File: src/rtl/multicycle_control_unit.sv
// Multi-cycle control FSM for the Simple RISC CPU: FETCH/DECODE/EXECUTE/MEM/WRITEBACK/HALT sequencing.
// Optional macro CU_ILLEGAL_TRAP_EN: undefined opcodes trap to HALT and raise the sticky illegal flag.
module multicycle_control_unit #(
   parameter int unsigned OPCODE_W = 4,
   parameter int unsigned CNT_W    = 16
) (
   input  logic                clk,
   input  logic                rst,
   input  logic                instr_valid,
   input  logic [OPCODE_W-1:0] opcode,
   output logic                instr_ready,
   output logic [2:0]          alu_ctrl,
   output logic                reg_write,
   output logic                mem_req,
   output logic                mem_we,
   input  logic                mem_ack,
   output logic                pc_inc,
   output logic                halted,
   output logic                illegal,
   output logic [CNT_W-1:0]    retired
);

   typedef enum logic [2:0] {
      S_FETCH,
      S_DECODE,
      S_EXECUTE,
      S_MEM,
      S_WRITEBACK,
      S_HALT
   } state_t;

   state_t              r_state;
   state_t              w_state_nxt;
   logic [OPCODE_W-1:0] r_opcode;
   logic [CNT_W-1:0]    r_retired;

   logic       w_hi_zero;
   logic [3:0] w_op;
   logic       w_is_alu;
   logic       w_is_load;
   logic       w_is_store;
   logic       w_is_nop;
   logic       w_is_halt;
   logic       w_is_undef;
   logic [2:0] w_alu_dec;
`ifdef CU_ILLEGAL_TRAP_EN
   logic       w_trap;
`endif

   // Any set bit above bit 3 makes the opcode undefined; shifting avoids a null slice when OPCODE_W == 4.
   assign w_op      = r_opcode[3:0];
   assign w_hi_zero = ((r_opcode >> 4) == '0);

   always_comb begin
      w_is_alu   = 1'b0;
      w_is_load  = 1'b0;
      w_is_store = 1'b0;
      w_is_nop   = 1'b0;
      w_is_halt  = 1'b0;
      w_is_undef = 1'b0;
      w_alu_dec  = 3'b000;
      if (w_hi_zero) begin
         case (w_op)
            4'b0000: w_is_nop = 1'b1;
            4'b0001: w_is_alu = 1'b1;
            4'b0010: begin w_is_alu = 1'b1; w_alu_dec = 3'b001; end
            4'b0011: begin w_is_alu = 1'b1; w_alu_dec = 3'b100; end
            4'b0100: begin w_is_alu = 1'b1; w_alu_dec = 3'b101; end
            4'b0101: w_is_load  = 1'b1;
            4'b0110: w_is_store = 1'b1;
            4'b1111: w_is_halt  = 1'b1;
            default: w_is_undef = 1'b1;
         endcase
      end else begin
         w_is_undef = 1'b1;
      end
   end

   always_comb begin
      w_state_nxt = r_state;
      instr_ready = 1'b0;
      alu_ctrl    = 3'b000;
      reg_write   = 1'b0;
      mem_req     = 1'b0;
      mem_we      = 1'b0;
      pc_inc      = 1'b0;
      halted      = 1'b0;
`ifdef CU_ILLEGAL_TRAP_EN
      w_trap      = 1'b0;
`endif
      case (r_state)
         S_FETCH: begin
            instr_ready = 1'b1;
            if (instr_valid) w_state_nxt = S_DECODE;
         end
         S_DECODE: begin
            if (w_is_alu || w_is_load || w_is_store) begin
               w_state_nxt = S_EXECUTE;
            end else if (w_is_halt) begin
               w_state_nxt = S_HALT;
`ifdef CU_ILLEGAL_TRAP_EN
            end else if (w_is_undef) begin
               w_state_nxt = S_HALT;
               w_trap      = 1'b1;
`endif
            end else begin
               pc_inc      = 1'b1;
               w_state_nxt = S_FETCH;
            end
         end
         S_EXECUTE: begin
            alu_ctrl    = w_alu_dec;
            w_state_nxt = (w_is_load || w_is_store) ? S_MEM : S_WRITEBACK;
         end
         S_MEM: begin
            mem_req = 1'b1;
            mem_we  = w_is_store;
            if (mem_ack) begin
               if (w_is_store) begin
                  pc_inc      = 1'b1;
                  w_state_nxt = S_FETCH;
               end else begin
                  w_state_nxt = S_WRITEBACK;
               end
            end
         end
         S_WRITEBACK: begin
            alu_ctrl    = w_alu_dec;
            reg_write   = 1'b1;
            pc_inc      = 1'b1;
            w_state_nxt = S_FETCH;
         end
         S_HALT: begin
            halted = 1'b1;
         end
         default: w_state_nxt = S_FETCH;
      endcase
   end

   always_ff @(posedge clk or posedge rst) begin
      if (rst) begin
         r_state   <= S_FETCH;
         r_opcode  <= '0;
         r_retired <= '0;
      end else begin
         r_state <= w_state_nxt;
         if (r_state == S_FETCH && instr_valid) r_opcode <= opcode;
         if (pc_inc) r_retired <= r_retired + CNT_W'(1);
      end
   end

   assign retired = r_retired;

`ifdef CU_ILLEGAL_TRAP_EN
   logic r_illegal;

   always_ff @(posedge clk or posedge rst) begin
      if (rst) begin
         r_illegal <= 1'b0;
      end else if (w_trap) begin
         r_illegal <= 1'b1;
      end
   end

   assign illegal = r_illegal;
`else
   assign illegal = 1'b0;
`endif

endmodule

File: config.mk
export PLATFORM = sky130hd
export DESIGN_NAME = multicycle_control_unit
export DESIGN_NICKNAME = d
export VERILOG_FILES = /design/src/rtl/multicycle_control_unit.sv
export SDC_FILE = /design/constraint.sdc
export NUM_CORES = 1
export LEC_CHECK = 0
export ABC_AREA = 0
export ABC_CLOCK_PERIOD_IN_PS = 3100
export CORE_MARGIN = 10
export CORE_UTILIZATION = 47
export DETAILED_ROUTE_END_ITERATION = 8
export PLACE_DENSITY = 0.82
export RECOVER_POWER = 50
export SYNTH_ARGS = -nofsm -noshare
export SYNTH_HDL_FRONTEND = slang
export SYNTH_SLANG_ARGS = --single-unit
File: constraint.sdc
create_clock -name clk -period 3.1 [get_ports clk]
set_input_delay 0.93 -clock clk [delete_from_list [all_inputs] [get_ports clk]]
set_output_delay 0.93 -clock clk [all_outputs]
set_load 0.01 [all_outputs]
==> results of run 1 <==
[per-layer routing]
layer / vias up / share of wire [%] / global-route usage, % / routed length [um]
met5: - / 0 / 0 / 0
met4: 0 / 0.87 / 3.66 / 24
met3: 4 / 9.8 / 5.10 / 272
met2: 32 / 48 / 17.5 / 1330
met1: 475 / 41 / 12.8 / 1140
li1: 483 / - / - / -
[kinds of logic after synthesis]
group	Yosys count	share of synthesized area (%)
compound gates	9	5.15
xor+xnor	18	12.5
fa+ha+maj	1	0.990
buf+inv	12	6.34
flops	23	45.5
mux	4	3.56
other cells	1	0.297
simple gates	56	25.6
[flip-flops by register name, indices dropped and copies added (netlist names)]
register,count
retired,16
r_opcode,4
r_state,3
[timing repair]
action,in CTS,in global routing
setup buffers,0,2
endpoints found under the setup margin,1,1
gates resized for setup,4,2
pin swaps,1,0
[placed cells by master (no fill, tap or decap), types with 2 or more instances in the layout]
cell type / instances
nand3_1: 3
inv_1: 2
o22ai_1: 2
xor2_1: 9
buf_4: 2
nand4_1: 3
nor2_1: 8
or3b_2: 2
nor4b_1: 3
a21oi_1: 3
clkdlybuf4s50_1: 29
nand2_1: 13
dfrtp_2: 4
xnor2_1: 9
clkbuf_1: 3
mux2_2: 4
dfrtp_1: 19
clkbuf_4: 3
conb_1: 2
nand2b_1: 3
nor3_1: 10
nor3b_1: 2
or3_1: 2
[cell type report]
cell class	instances	area share [%]
Timing Repair Buffer	35	20.6
Sequential cell	23	36.0
Inverter	3	0.853
Clock buffer	4	1.63
Multi-Input combinational cell	90	38.6
Tap cell	30	2.33
[worst max-delay path, cell delays in order]
cell and delay [ns]:
clkdlybuf4s50_1 0.47, a221oi_4 0.33, inv_4 0.04, dlygate4sd2_1 0.28
[report_power, final]
group	switching [mW]	internal, mW
Clock	0.0852	0.0502
Sequential	0.139	0.381
Combinational	0.301	0.327
Total	0.524	0.758
[stage by stage]
step           power (mW)  area [um^2]
6_report             1.28         1610
5_1_grt              1.39         1610
4_1_cts              1.29         1600
3_5_place_dp         1.14         1560
3_3_place_gp         1.12         1560
2_1_floorplan       0.947         1270
[worst max-delay path by stage]
stage,from,end,cells past startpoint
after detailed placement,mem_ack,pc_inc,4
after global routing,r_state[2]$_DFFE_PP0P_,alu_ctrl[0],4
after CTS,r_state[2]$_DFFE_PP0P_,alu_ctrl[0],4
after global placement,mem_ack,pc_inc,4
final,mem_ack,pc_inc,4
after floorplan,r_opcode[2]$_DFFE_PP0P_,pc_inc,6
==> impl_table.tex, run 1 <==
\begin{tabular}{lr}
\hline
Metric & Value \\
\hline
\multicolumn{2}{l}{\textbf{Global route}} \\
\quad Pin count of the biggest net entering global routing & 24 \\
\quad Initial antenna violation count & 0 \\
\quad Residual overflow from global routing & 0 \\
\quad Wire length of the first global-routing pass & approximately 4.7 mm \\
\quad Total routing resource utilization after global routing & 11.0\% \\
\quad Number of global-route vias before repair & 985 \\
\multicolumn{2}{l}{\textbf{Cells and area}} \\
\quad Area delta synth->final & 27.6\% \\
\quad Number of filler cells placed in the layout & around 210 \\
\quad Area of the multi-input gates & 623 um\^{}2 \\
\quad Finished Layout Cells & roughly 190 \\
\quad Sequential cell area & between 500 and 600 um\^{}2 \\
\quad Layout Utilization & a little under two thirds \\
\quad Net total in the final layout & around 170 \\
\quad Share of final-layout standard cells stronger than drive strength 1 & 12.9\% \\
\quad Diode count & 0 \\
\multicolumn{2}{l}{\textbf{Timing}} \\
\quad Highest clock rate & 335 MHz \\
\quad Final sum of negative setup slack & 0 ns \\
\quad Number of max-slew violations in the final report & 0 \\
\quad Part of the cycle the worst path needs & 96.3\% \\
\quad Worst Setup Slack, final & 0.113 ns \\
\quad Hold Fails Final Rpt & 0 \\
\quad Worst rel slew slack & between 40\% and 50\% \\
\quad Post-route minimum period & approximately 3.0 ns \\
\quad RSZ-0062 raised after global routing & no \\
\quad Tightest Pin Transition & around 0.87 ns \\
\quad Worst-case hold slack & $\sim$0.48 ns \\
\quad Number of failing setup endpoints in the final timing report & 0 \\
\quad Clock skew & 0.00383 ns \\
\multicolumn{2}{l}{\textbf{Detailed routing}} \\
\quad 1st-pass router iterations & 4 \\
\quad Initial drt markers & between 60 and 70 \\
\quad Routed vias & 994 \\
\quad Final ANT Viol Nets & 0 \\
\quad Per-cell via count in the routed design & 5.37 \\
\quad Routed wirelength normalized by instance count & roughly 15 um \\
\quad Post-detailed-route DRC marker count & 0 \\
\quad WL final & around 2.8 mm \\
\multicolumn{2}{l}{\textbf{Clocking}} \\
\quad TritonCTS Buffers & 3 \\
\quad Cell chosen for the clock root & clkbuf\_4 \\
\quad Clock tree from TritonCTS & built \\
\quad Number of hold-repair buffers added at the cts stage & 0 \\
\quad CTS Sinks & 23 \\
\quad Insertion delay to the later sink of the worst-skew pair & just over 0.3 ns \\
\quad Maximum level of the CTS H-tree & 1 \\
\quad Clock transition at the registers of the reported paths & about 0.12 ns \\
\quad Clock buffer depth & 2 \\
\multicolumn{2}{l}{\textbf{Floorplan}} \\
\quad Die height & approximately 72 um \\
\quad Overall die width & approximately 72 um \\
\quad Area of the core & about 2500 um\^{}2 \\
\quad Die Area & between 5000 and 6000 um\^{}2 \\
\quad Number of rows in the core area & 18 \\
\quad Initial core utilization & 50.1\% \\
\quad Top-level port count & 34 \\
\multicolumn{2}{l}{\textbf{Hold path}} \\
\quad Hold depth & 1 \\
\quad HP Class & reg2reg \\
\quad Worst hold start & retired[15]\$\_DFFE\_PP0P\_ \\
\quad Endpoint of the worst hold-timing path & retired[15]\$\_DFFE\_PP0P\_ \\
\multicolumn{2}{l}{\textbf{Power}} \\
\quad Static Leakage & 0.691 nW \\
\quad Power per cell area & between 700 and 800 nW/um\^{}2 \\
\quad Worst supply voltage drop on vdd & about 0.00063 V \\
\multicolumn{2}{l}{\textbf{Placed design}} \\
\quad Quantity of I/O buffers inserted on ports & 31 \\
\quad Placed insts & 179 \\
\quad Placer congestion estimate & around 0.83 \\
\quad Total half-perimeter wirelength after legalization and detailed placement & between 2 and 2.5 mm \\
\quad Worst slack at placement & -0.137 ns \\
\multicolumn{2}{l}{\textbf{Worst setup path}} \\
\quad Depth of the most critical reg-to-reg path & 6 \\
\quad CP Launch Type & input pin \\
\quad Critical path peak fanout & 2 \\
\quad Critical Path RT & between 2 and 2.5 ns \\
\quad Critical path data arrival time & 2.06 ns \\
\quad Crit. End Element & output port \\
\quad Crit Path Category & in2out \\
\quad Crit Reg-Reg Endpoint & retired[6]\$\_DFFE\_PP0P\_ \\
\quad Slack of the worst reg-to-reg path & between 0.7 and 0.8 ns \\
\quad Worst r2r src & r\_opcode[0]\$\_DFFE\_PP0P\_ \\
\multicolumn{2}{l}{\textbf{Synthesis}} \\
\quad Post-synth EDFFs & 0 \\
\quad Number of register bits inferred by synthesis & 23 \\
\quad Cells after Synth & approximately 120 \\
\quad Yosys synthesis warning count & 0 \\
\quad Fraction of post-synthesis cell area in the top cell type by area & a little under half \\
\quad Most used flip-flop cell after synthesis & dfrtp\_1 \\
\quad Share of the yosys chip area belonging to registers & between 40\% and 50\% \\
\quad Yosys top cell by area & dfrtp\_1 \\
\quad Async set-or-reset flop fraction in the synthesized netlist & between 90\% and 100\% \\
\quad Count of different cell masters after synthesis & 35 \\
\quad Top cells by area in the synthesized netlist & dfrtp\_1 (46\%), xnor2\_1 (6.2\%), xor2\_1 (6.2\%) \\
\quad List of most frequent post-synthesis cells & dfrtp\_1 (23), nand2\_1 (13), nor3\_1 (10) \\
\quad Post-synth design cell area & about 1300 um\^{}2 \\
\quad Most common cell in the synthesized netlist & dfrtp\_1 \\
\quad Post-synthesis average cell area & between 10 and 15 um\^{}2 \\
\multicolumn{2}{l}{\textbf{Run status}} \\
\quad Result of the run & complete, no violations \\
\multicolumn{2}{l}{\textbf{Job}} \\
\quad Maximum capacitance violations & 0 \\
\hline
\end{tabular}
(Power assumes the default switching activity.)
==> run 2: changes to the inputs <==
- CORE_ASPECT_RATIO: not set -> 0.8
==> impl_table.tex, run 2 (same netlist as run 1, synthesis figures left out) <==
\begin{tabular}{lr}
\hline
Metric & Value \\
\hline
\multicolumn{2}{l}{\textbf{Detailed routing}} \\
\quad Routed wirelength normalized by instance count & 15.1 um (+1.2\%) \\
\quad WL final & 2.87 mm (+3.9\%) \\
\quad Initial drt markers & 28 (-58\%) \\
\quad Post-detailed-route DRC marker count & 0 (unchanged) \\
\quad 1st-pass router iterations & 4 (unchanged) \\
\quad Final ANT Viol Nets & 0 (unchanged) \\
\quad Routed vias & 943 (-5.1\%) \\
\quad Per-cell via count in the routed design & 4.96 (-7.6\%) \\
\multicolumn{2}{l}{\textbf{Timing}} \\
\quad Worst rel slew slack & 43.3\% (+1.1 points) \\
\quad Part of the cycle the worst path needs & 96.1\% (-0.23 points) \\
\quad Post-route minimum period & 2.98 ns (-0.00720 ns) \\
\quad Hold Fails Final Rpt & 0 (unchanged) \\
\quad RSZ-0062 raised after global routing & no \\
\quad Highest clock rate & 336 MHz (+0.24\%) \\
\quad Number of max-slew violations in the final report & 0 (unchanged) \\
\quad Worst-case hold slack & 0.485 ns (+0.00853 ns) \\
\quad Tightest Pin Transition & 0.849 ns (-0.0159 ns) \\
\quad Clock skew & 0.00746 ns (+0.00364 ns) \\
\quad Number of failing setup endpoints in the final timing report & 0 (unchanged) \\
\multicolumn{2}{l}{\textbf{Floorplan}} \\
\quad Overall die width & 78.0 um (+8.5\%) \\
\quad Number of rows in the core area & 16 (-2) \\
\quad Area of the core & 2500 um\^{}2 (-0.79\%) \\
\quad Die height & 66.4 um (-7.6\%) \\
\quad Die Area & 5180 um\^{}2 (+0.25\%) \\
\quad Top-level port count & 34 (unchanged) \\
\quad Initial core utilization & 50.5\% (+0.40 points) \\
\multicolumn{2}{l}{\textbf{Cells and area}} \\
\quad Most common library cell in the layout ignoring fill and taps & clkdlybuf4s50\_1 \\
\quad Diode count & 0 (unchanged) \\
\quad Final instance area & 1610 um\^{}2 (unchanged) \\
\quad Sequential cell area & 579 um\^{}2 (-0.22\%) \\
\quad Area of the multi-input gates & 623 um\^{}2 (unchanged) \\
\quad Net total in the final layout & 164 (-0.61\%) \\
\quad Number of filler cells placed in the layout & 215 (+1.9\%) \\
\quad Share of final-layout standard cells stronger than drive strength 1 & 12.3\% (-0.57 points) \\
\quad Number of flip-flops in the largest register & 16 (unchanged) \\
\quad Highest-count cells in the layout ignoring fill and taps & clkdlybuf4s50\_1 (29), dfrtp\_1 (20), nand2\_1 (13) \\
\quad Area delta synth->final & 27.6\% (unchanged) \\
\quad Layout Utilization & 64.5\% (+0.51 points) \\
\multicolumn{2}{l}{\textbf{Global route}} \\
\quad Number of global-route vias before repair & 985 (unchanged) \\
\quad Residual overflow from global routing & 0 (unchanged) \\
\quad Initial antenna violation count & 0 (unchanged) \\
\quad Pin count of the biggest net entering global routing & 24 (unchanged) \\
\quad Wire length of the first global-routing pass & 4.75 mm (+0.59\%) \\
\quad Total routing resource utilization after global routing & 11.3\% (+0.33 points) \\
\multicolumn{2}{l}{\textbf{Clocking}} \\
\quad TritonCTS Buffers & 3 (unchanged) \\
\quad Clock transition at the registers of the reported paths & 0.13 ns (about the same) \\
\quad Cell chosen for the clock root & clkbuf\_4 \\
\quad Number of hold-repair buffers added at the cts stage & 0 (unchanged) \\
\quad Clock tree from TritonCTS & built \\
\quad Maximum level of the CTS H-tree & 1 (unchanged) \\
\quad Clock buffer depth & 2 (unchanged) \\
\quad Insertion delay to the later sink of the worst-skew pair & 0.31 ns (about the same) \\
\quad CTS Sinks & 23 (unchanged) \\
\multicolumn{2}{l}{\textbf{Power}} \\
\quad Static Leakage & 0.689 nW (-0.30\%) \\
\quad Sum of internal, switching and leakage power & 1.29 mW (+0.27\%) \\
\quad Worst supply voltage drop on vdd & 0.000451 V (-29\%) \\
\quad Power per cell area & 797 nW/um\^{}2 (+0.27\%) \\
\quad Switching power share of the total & 41.7\% (+0.85 points) \\
\quad Int Power & 0.749 mW (-1.2\%) \\
\quad Sw Pwr & 0.537 mW (+2.4\%) \\
\quad Combinational fraction of design power & 48.8\% (about the same) \\
\quad Clock network fraction of design power & 10.8\% (+0.2 points) \\
\quad Sequential share of power & 40.4\% (about the same) \\
\multicolumn{2}{l}{\textbf{Worst setup path}} \\
\quad Worst r2r src & r\_opcode[2]\$\_DFFE\_PP0P\_ \\
\quad Critical Path RT & 2.17 ns (about the same) \\
\quad CP Launch Type & input pin \\
\quad Crit. End Element & output port \\
\quad Crit Path Category & in2out \\
\quad Critical path peak fanout & 2 (unchanged) \\
\quad Launch point of the critical path & mem\_ack \\
\quad Critical path data arrival time & 2.05 ns (about the same) \\
\multicolumn{2}{l}{\textbf{Placed design}} \\
\quad Area after detailed placement & 1580 um\^{}2 (+0.96\%) \\
\quad Total half-perimeter wirelength after legalization and detailed placement & 2.14 mm (+1.8\%) \\
\quad Placer congestion estimate & 0.785 (-5.3\%) \\
\quad Quantity of I/O buffers inserted on ports & 31 (unchanged) \\
\multicolumn{2}{l}{\textbf{Hold path}} \\
\quad HP Class & reg2reg \\
\quad Worst hold start & retired[15]\$\_DFFE\_PP0P\_ \\
\multicolumn{2}{l}{\textbf{Run status}} \\
\quad Result of the run & complete, no violations \\
\multicolumn{2}{l}{\textbf{Job}} \\
\quad Maximum capacitance violations & 0 (unchanged) \\
\hline
\end{tabular}
==> run 2: changes by cell type in the layout (fill, tap and decap cells not counted) <==
cell / delta
buf_4: -1
clkbuf_1: -1
dfrtp_2: -1
dfrtp_1: +1
clkinv_2: +1
==> run 2: worst paths after layout <==
| kind | slack [ns] | to | cells past startpoint |
|---|---|---|---|
| setup / recovery | 0.12 | pc_inc | 4 |
| hold / removal | 0.48 | retired[15]$_DFFE_PP0P_ | 1 |
| setup reg to reg | 0.73 | retired[6]$_DFFE_PP0P_ | 6 |
| hold reg to reg | 0.48 | retired[15]$_DFFE_PP0P_ | 1 |
| max in group asynchronous | 1.30 | r_state[2]$_DFFE_PP0P_ | 2 |
| min in group asynchronous | 1.22 | retired[12]$_DFFE_PP0P_ | 2 |
==> run 2: final cells by class <==
type / instances / share of cell area (%)
Sequential cell: 23 / 35.9
Inverter: 3 / 0.853
Clock inverter: 1 / 0.310
Multi-Input combinational cell: 90 / 38.6
Clock buffer: 3 / 1.40
Tap cell: 36 / 2.79
Timing Repair Buffer: 34 / 20.1
==> run 2: per-layer routing <==
layer  track usage [%]  wire (um)  part of all wire, %  up-vias
met1              12.7       1270                   44      445
met5                 0          0                    0        -
met3              6.25        248                  8.6        0
met4              1.34          0                    0        0
li1                  -          -                    -      478
met2              19.1       1350                   47       20
==> run 2: power groups by stage <==
| stage | logic, mW | clock network (mW) | registers, mW |
|---|---|---|---|
| finish | 0.628 | 0.138 | 0.520 |
| detailed placement | 0.642 | 0 | 0.516 |
| global placement | 0.625 | 0 | 0.509 |
| floorplan | 0.497 | 0 | 0.450 |
| global route | 0.694 | 0.159 | 0.536 |
| CTS | 0.657 | 0.144 | 0.513 |
==> run 2: critical path, stage by stage <==
cell and delay [ns]:
clkdlybuf4s50_1 0.47, a221oi_4 0.31, inv_4 0.05, dlygate4sd2_1 0.29
==> run 2: timing repair <==
action	in CTS	in global routing
setup buffers	0	0
pin swaps	1	0
endpoints found under the setup margin	1	1
resized for setup	4	2
==> run 2: stage by stage <==
| step | setup WS, ns | cells | setup TNS [ns] |
|---|---|---|---|
| 2_1_floorplan | 0.611 | 125 | 0 |
| 3_3_place_gp | -0.127 | 186 | -0.127 |
| 3_5_place_dp | -0.126 | 186 | -0.126 |
| 4_1_cts | 0.0627 | 190 | 0 |
| 5_1_grt | 0.00475 | 190 | 0 |
| 6_report | 0.120 | 190 | 0 |
